==> config.mk <==
export PLATFORM = sky130hd
export DESIGN_NAME = mem_access_ctrl_flat
export DESIGN_NICKNAME = d
export VERILOG_FILES = /design/src/rtl/mem_access_ctrl_pkg.sv /design/src/rtl/mem_access_ctrl_if.sv /design/src/rtl/mem_access_ctrl_lane_align.sv /design/src/rtl/mem_access_ctrl.sv /design/src/flat_wrapper.sv
export SDC_FILE = /design/constraint.sdc
export NUM_CORES = 1
export LEC_CHECK = 0
export ABC_AREA = 0
export CORE_UTILIZATION = 35
export CTS_BUF_LIST = sky130_fd_sc_hd__clkbuf_8
export DETAILED_ROUTE_END_ITERATION = 16
export PLACE_DENSITY_LB_ADDON = 0.12
export RECOVER_POWER = 50
export SLEW_MARGIN = 20
export SYNTH_ARGS = -nofsm -noshare
export SYNTH_HDL_FRONTEND = slang
export SYNTH_HIERARCHICAL = 1
export SYNTH_SLANG_ARGS = --single-unit
==> constraint.sdc <==
create_clock -name clk -period 3 [get_ports clk]
set_input_delay 0.6 -clock clk [delete_from_list [all_inputs] [get_ports clk]]
set_output_delay 0.6 -clock clk [all_outputs]
set_load 0.1 [all_outputs]
==> src/rtl/mem_access_ctrl_pkg.sv <==
// Shared definitions for the MEM-stage data-memory access controller:
// access size encodings, controller state enum and default memory depth.
package mem_pkg;

    localparam int MEM_WORDS_DEFAULT = 129;

    localparam logic [1:0] SZ_BYTE = 2'b00;
    localparam logic [1:0] SZ_HALF = 2'b01;
    localparam logic [1:0] SZ_WORD = 2'b10;
    localparam logic [1:0] SZ_RSVD = 2'b11;

    typedef enum logic [1:0] {
        IDLE,
        RD,
        WR,
        RESP
    } state_t;

endpackage

==> src/rtl/mem_access_ctrl_if.sv <==
// Pipeline-side request/response handshake of the data-memory controller.
// master = pipeline issuing loads/stores, slave = the controller.
interface mem_access_ctrl_if;

    logic        req_valid;
    logic        req_ready;
    logic        req_we;
    logic [1:0]  req_size;
    logic        req_signed;
    logic [31:0] req_addr;
    logic [31:0] req_wdata;
    logic        resp_valid;
    logic [31:0] resp_rdata;
    logic        resp_err;

    modport master (
        output req_valid, req_we, req_size, req_signed, req_addr, req_wdata,
        input  req_ready, resp_valid, resp_rdata, resp_err
    );

    modport slave (
        input  req_valid, req_we, req_size, req_signed, req_addr, req_wdata,
        output req_ready, resp_valid, resp_rdata, resp_err
    );

endinterface

==> src/rtl/mem_access_ctrl_lane_align.sv <==
// Little-endian lane handling: extracts and extends a byte/half for loads and
// splices store data into the addressed lane of a previously read word.
module mem_lane_align
    import mem_pkg::*;
(
    input  logic [1:0]  size,
    input  logic [1:0]  lane,
    input  logic        sign_ext,
    input  logic [31:0] word,
    input  logic [15:0] wdata,
    output logic [31:0] load_data,
    output logic [31:0] merged
);

    logic [7:0]  byte_val;
    logic [15:0] half_val;

    always_comb begin
        byte_val  = word[{lane, 3'b000} +: 8];
        half_val  = lane[1] ? word[31:16] : word[15:0];
        load_data = word;
        merged    = word;
        case (size)
            SZ_BYTE: begin
                load_data = {{24{sign_ext & byte_val[7]}}, byte_val};
                merged[{lane, 3'b000} +: 8] = wdata[7:0];
            end
            SZ_HALF: begin
                load_data = {{16{sign_ext & half_val[15]}}, half_val};
                if (lane[1]) merged[31:16] = wdata;
                else         merged[15:0]  = wdata;
            end
            default: begin
                load_data = word;
                merged    = word;
            end
        endcase
    end

endmodule

==> src/rtl/mem_access_ctrl.sv <==
// Initiator side of the word-addressed data memory: byte/half/word loads and
// stores with extension, read-modify-write, error checking and handshake.
module mem_access_ctrl
    import mem_pkg::*;
#(
    parameter int MEM_WORDS = MEM_WORDS_DEFAULT
)
(
    input  logic              clk,
    input  logic              rst_n,
    mem_access_ctrl_if.slave  bus,
    output logic              MemRead,
    output logic              MemWrite,
    output logic [31:0]       Address,
    output logic [31:0]       Write_data,
    input  logic [31:0]       Read_data
);

    localparam logic [31:0] WORD_LIMIT = 32'(MEM_WORDS);

    state_t      state;
    logic [1:0]  size_q;
    logic [1:0]  lane_q;
    logic        we_q;
    logic        signed_q;
    logic [15:0] wdata_q;
    logic        ready_q;
    logic        resp_valid_q;
    logic        resp_err_q;
    logic [31:0] resp_rdata_q;
    logic        acc_err;
    logic [31:0] load_data;
    logic [31:0] merged_word;

    // Faulty requests are decided at accept so they never touch the memory.
    always_comb begin
        acc_err = (bus.req_size == SZ_RSVD)
               || ({2'b00, bus.req_addr[31:2]} >= WORD_LIMIT)
               || (bus.req_size == SZ_HALF && bus.req_addr[0])
               || (bus.req_size == SZ_WORD && bus.req_addr[1:0] != 2'b00);
    end

    mem_lane_align u_lane_align (
        .size      (size_q),
        .lane      (lane_q),
        .sign_ext  (signed_q),
        .word      (Read_data),
        .wdata     (wdata_q),
        .load_data (load_data),
        .merged    (merged_word)
    );

    always_ff @(posedge clk or negedge rst_n) begin
        if (!rst_n) begin
            state        <= IDLE;
            size_q       <= 2'b00;
            lane_q       <= 2'b00;
            we_q         <= 1'b0;
            signed_q     <= 1'b0;
            wdata_q      <= 16'h0;
            ready_q      <= 1'b1;
            resp_valid_q <= 1'b0;
            resp_err_q   <= 1'b0;
            resp_rdata_q <= 32'h0;
            MemRead      <= 1'b0;
            MemWrite     <= 1'b0;
            Address      <= 32'h0;
            Write_data   <= 32'h0;
        end else begin
            case (state)
                IDLE: begin
                    if (bus.req_valid) begin
                        ready_q      <= 1'b0;
                        resp_rdata_q <= 32'h0;
                        size_q       <= bus.req_size;
                        lane_q       <= bus.req_addr[1:0];
                        we_q         <= bus.req_we;
                        signed_q     <= bus.req_signed;
                        wdata_q      <= bus.req_wdata[15:0];
                        if (acc_err) begin
                            resp_valid_q <= 1'b1;
                            resp_err_q   <= 1'b1;
                            state        <= RESP;
                        end else begin
                            Address <= {2'b00, bus.req_addr[31:2]};
                            // Full-word stores skip the read; sub-word stores read first.
                            if (bus.req_we && bus.req_size == SZ_WORD) begin
                                Write_data <= bus.req_wdata;
                                MemWrite   <= 1'b1;
                                state      <= WR;
                            end else begin
                                MemRead <= 1'b1;
                                state   <= RD;
                            end
                        end
                    end
                end
                RD: begin
                    MemRead <= 1'b0;
                    if (we_q) begin
                        Write_data <= merged_word;
                        MemWrite   <= 1'b1;
                        state      <= WR;
                    end else begin
                        resp_rdata_q <= load_data;
                        resp_valid_q <= 1'b1;
                        state        <= RESP;
                    end
                end
                WR: begin
                    MemWrite     <= 1'b0;
                    resp_valid_q <= 1'b1;
                    state        <= RESP;
                end
                RESP: begin
                    resp_valid_q <= 1'b0;
                    resp_err_q   <= 1'b0;
                    ready_q      <= 1'b1;
                    state        <= IDLE;
                end
                default: state <= IDLE;
            endcase
        end
    end

    assign bus.req_ready  = ready_q;
    assign bus.resp_valid = resp_valid_q;
    assign bus.resp_err   = resp_err_q;
    assign bus.resp_rdata = resp_rdata_q;

endmodule

==> src/flat_wrapper.sv <==
// flat-port wrapper written by rule: the top's interface ports become plain ports
module mem_access_ctrl_flat import mem_pkg::*;
#(
    parameter int MEM_WORDS = MEM_WORDS_DEFAULT
)
  (clk, rst_n, MemRead, MemWrite, Address, Write_data, Read_data, bus_req_valid, bus_req_we, bus_req_size, bus_req_signed, bus_req_addr, bus_req_wdata, bus_req_ready, bus_resp_valid, bus_resp_rdata, bus_resp_err);
  mem_access_ctrl_if bus_i ();
  input  logic clk;
  input  logic rst_n;
  output logic MemRead;
  output logic MemWrite;
  output logic [31:0] Address;
  output logic [31:0] Write_data;
  input  logic [31:0] Read_data;
  input wire logic [$bits(bus_i.req_valid)-1:0] bus_req_valid;
  input wire logic [$bits(bus_i.req_we)-1:0] bus_req_we;
  input wire logic [$bits(bus_i.req_size)-1:0] bus_req_size;
  input wire logic [$bits(bus_i.req_signed)-1:0] bus_req_signed;
  input wire logic [$bits(bus_i.req_addr)-1:0] bus_req_addr;
  input wire logic [$bits(bus_i.req_wdata)-1:0] bus_req_wdata;
  output wire logic [$bits(bus_i.req_ready)-1:0] bus_req_ready;
  output wire logic [$bits(bus_i.resp_valid)-1:0] bus_resp_valid;
  output wire logic [$bits(bus_i.resp_rdata)-1:0] bus_resp_rdata;
  output wire logic [$bits(bus_i.resp_err)-1:0] bus_resp_err;
  assign bus_i.req_valid = bus_req_valid;
  assign bus_i.req_we = bus_req_we;
  assign bus_i.req_size = bus_req_size;
  assign bus_i.req_signed = bus_req_signed;
  assign bus_i.req_addr = bus_req_addr;
  assign bus_i.req_wdata = bus_req_wdata;
  assign bus_req_ready = bus_i.req_ready;
  assign bus_resp_valid = bus_i.resp_valid;
  assign bus_resp_rdata = bus_i.resp_rdata;
  assign bus_resp_err = bus_i.resp_err;
  mem_access_ctrl #(.MEM_WORDS(MEM_WORDS)) u_core (.clk(clk), .rst_n(rst_n), .bus(bus_i), .MemRead(MemRead), .MemWrite(MemWrite), .Address(Address), .Write_data(Write_data), .Read_data(Read_data));
endmodule
==> flow_metrics.tcl <==
set metrics [dict create \
    final_common_cell "dfrtp_1" \
    rsz0062_at_grt "no" \
    cts_root_buf "clkbuf_8" \
    crit_fanout 19 \
    die_x_um 143.4 \
    route.vias.total 5960 \
    setup_viol 0 \
    fin_setup_tns_ns 0 \
    synth_top_family_by_area "multiplexers" \
    synthFlopType "dfrtp_1" \
    power.internal_mw 5.817 \
    drt-total-wl_um 22130 \
    status "completed" \
    dp_hpwl_um 16710 \
    insertedDiodeCount 0 \
    initial_core_util_pct 35.83 \
    min_period_over_period_pct 89.46 \
    synth_edf_count 0 \
    fin_ws_ns 0.3163 \
    ant_nets 0 \
    muxShareOfSynthArea_pct 18.54 \
    htree_levels 4 \
    cp.arrival_ns 3.06 \
    synth-seq-cells 123 \
    post_cts_resized 0 \
    route.detailed.drc 0 \
    fin_skew_ns 0.01275 \
    track_usage_pct 22.07 \
    switching_share_pct 53.15 \
    die_h_um 143.4 \
    clock_sinks 123 \
    hold_buffers 0 \
    routabilityCongestion 0.8975 \
    first_global_vias 6144 \
    clock_path_buffers 2 \
    yosys.area_share.simple_pct 12.95 \
    synth_compound_area_share_pct 17.36 \
    power_frac_clock_pct 14.8 \
    power_leakage_nw 4.356 \
    synthArstFlopShare_pct 100.0 \
    overflow 0 \
    drt_first_pass_iters 8 \
    grt_max_degree 54 \
    worst_pin_slew_ns 1.295 \
    cellPowerDensity_nw_per_um2 1325 \
    required_ns 3.38 \
    die-area_um2 20560 \
    core_um2 19530 \
    fmax_ghz 0.3726 \
    power_frac_seq_pct 21.8 \
    netlist_instances 656 \
    yosysUniqueCellTypes 57 \
    yosysSeqAreaShare_pct 44.01 \
    post-cts-setup-buffers 0 \
    tritoncts "built" \
    critPathCaptureType "flip-flop" \
    final_cell_mix "dfrtp_1 (122), clkdlybuf4s50_1 (101), buf_4 (69), mux2_2 (67), nand2_1 (62)" \
    io_buffers 201 \
    slew_viol_final 0 \
    syn_avg_cell_area_um2 10.67 \
    fin_nets 964 \
    p_sw_mw 6.599 \
    period_minus_slack_ns 2.684 \
    yosys_warnings 6 \
    total_power_mw 12.42 \
    critPathKind "flip-flop to flip-flop" \
    cap_viol_max_count 0 \
    startpoint_type "flip-flop" \
    syn_area_um2 6997 \
    cts_buffers 17 \
    ioPinCount 204 \
    place_inst 1098 \
    slew_headroom_pct 13.67 \
    drive_gt1_share_pct 24.97 \
    synth-xor-area-share_pct 0 \
    synth_fa_ha_area_share_pct 1.609 \
    grt_first_pass_wirelength_um 34130 \
    share_comb_of_total_power_pct 63.4 \
    clkTransAtPathRegs_ns 0.08 \
    drt_iter0_drc 591 \
    final-hold-violation-count 0 \
    hp-class "primary input to asynchronous set/reset pin" \
    clock_latency_ns 0.43 \
    layout.cells.non_filler 1130 \
    routedWlPerCell_um 19.58 \
    fin_util_pct 47.98 \
    pre_cts_ws_ns 0.1310 \
    area_growth_pct 33.89 \
    antenna_found_initial 1 \
    peakVddDrop_mv 0.4972 \
    rows 51 \
    via_per_inst 5.274 \
]
## area by class of cell
cell class	instances	area, um^2
fill	1829	10160
timing repair buffer	224	1767
clock inverter	13	235.2
sequential	123	3079
inverter	37	138.9
multi-input combinational	449	3555
tap	265	331.6
clock buffer	19	261.5
## metal layers
layer	up-vias	routed length [um]	track usage, %
met3	25	1802	6.764
met2	263	10330	35.69
met4	0	431	6.887
met1	2887	9558	28.10
met5	-	0	0
li1	2785	-	-
## path summary, 6_finish.rpt
path / from / end / slack, ns / cells after the start
worst max-delay path: u_core/lane_q[1] / u_core/Write_data[6] / 0.32 / 10
worst min-delay path: rst_n / u_core/signed_q / 0.42 / 1
worst max register to register: u_core/lane_q[1] / u_core/Write_data[6] / 0.32 / 10
worst min register to register: u_core/Address[23] / u_core/Address[23] / 0.50 / 1
max in group asynchronous: rst_n / u_core/Address[27] / 0.66 / 2
min in group clk: u_core/Address[23] / u_core/Address[23] / 0.50 / 1
## power groups by stage
stage / logic (mW) / clock network, mW / registers (mW)
after floorplan: 3.35 / 0 / 5.47
after global placement: 7.89 / 0 / 2.72
after detailed placement: 7.99 / 0 / 2.73
after CTS: 8.00 / 1.88 / 2.71
after global routing: 8.29 / 1.95 / 2.78
final: 7.88 / 1.84 / 2.70
## Yosys cell counts, types with 3 or more instances
master	count	area (um^2)
buf_6	5	56.30
nor2b_1	28	175.2
a22oi_1	14	105.1
and3_1	9	56.30
buf_2	12	60.06
inv_1	36	135.1
ha_1	9	112.6
mux2_2	67	754.5
nor2_1	8	30.03
nor4_1	6	37.54
nand2_1	62	232.7
dfrtp_1	122	3053
a21oi_1	16	80.08
a22o_1	34	297.8
o21ai_1	4	20.02
nand2b_1	34	212.7
o21ai_0	50	250.2
a222oi_1	22	220.2
mux2i_1	7	70.07
a221o_1	8	80.08
nor3_1	3	15.01
clkbuf_1	27	101.4
buf_4	3	22.52
mux2_4	30	450.4
## worst max-delay path, stage by stage (launching register included)
cell	delay, ns
dfrtp_1	0.39
inv_2	0.06
buf_4	0.23
ha_1	0.23
nor3b_1	0.61
buf_4	0.24
and3_1	0.15
a21oi_1	0.04
o21ai_0	0.30
mux2_2	0.24
mux2_4	0.14
## metrics by stage
step                cell area (um^2)  hold WS [ns]
floorplan                       7000        0.3044
global placement                9076        0.4852
detailed placement              9076        0.4909
CTS                             9573        0.1956
global route                    9368        0.5050
finish                          9368        0.4248
## cells by family after synthesis
| logic type | after synthesis |
|---|---|
| simple gates | 166 |
| other cells | 1 |
| compound gates | 167 |
| buf+inv | 85 |
| fa+ha+maj | 9 |
| mux | 105 |
| flops | 123 |
## state kept, by name (all words and copies together) (netlist names)
| name | flops |
|---|---|
| u_core/Write_data | 32 |
| u_core/bus.resp_rdata | 32 |
| u_core/Address | 30 |
| u_core/wdata_q | 16 |
| u_core/lane_q | 2 |
| u_core/size_q | 2 |
| u_core/state | 2 |
| u_core/MemRead | 1 |
| u_core/MemWrite | 1 |
| u_core/bus.req_ready | 1 |
| u_core/bus.resp_err | 1 |
| u_core/bus.resp_valid | 1 |
| u_core/signed_q | 1 |
| u_core/we_q | 1 |
Power figures use the tool's default switching activity.
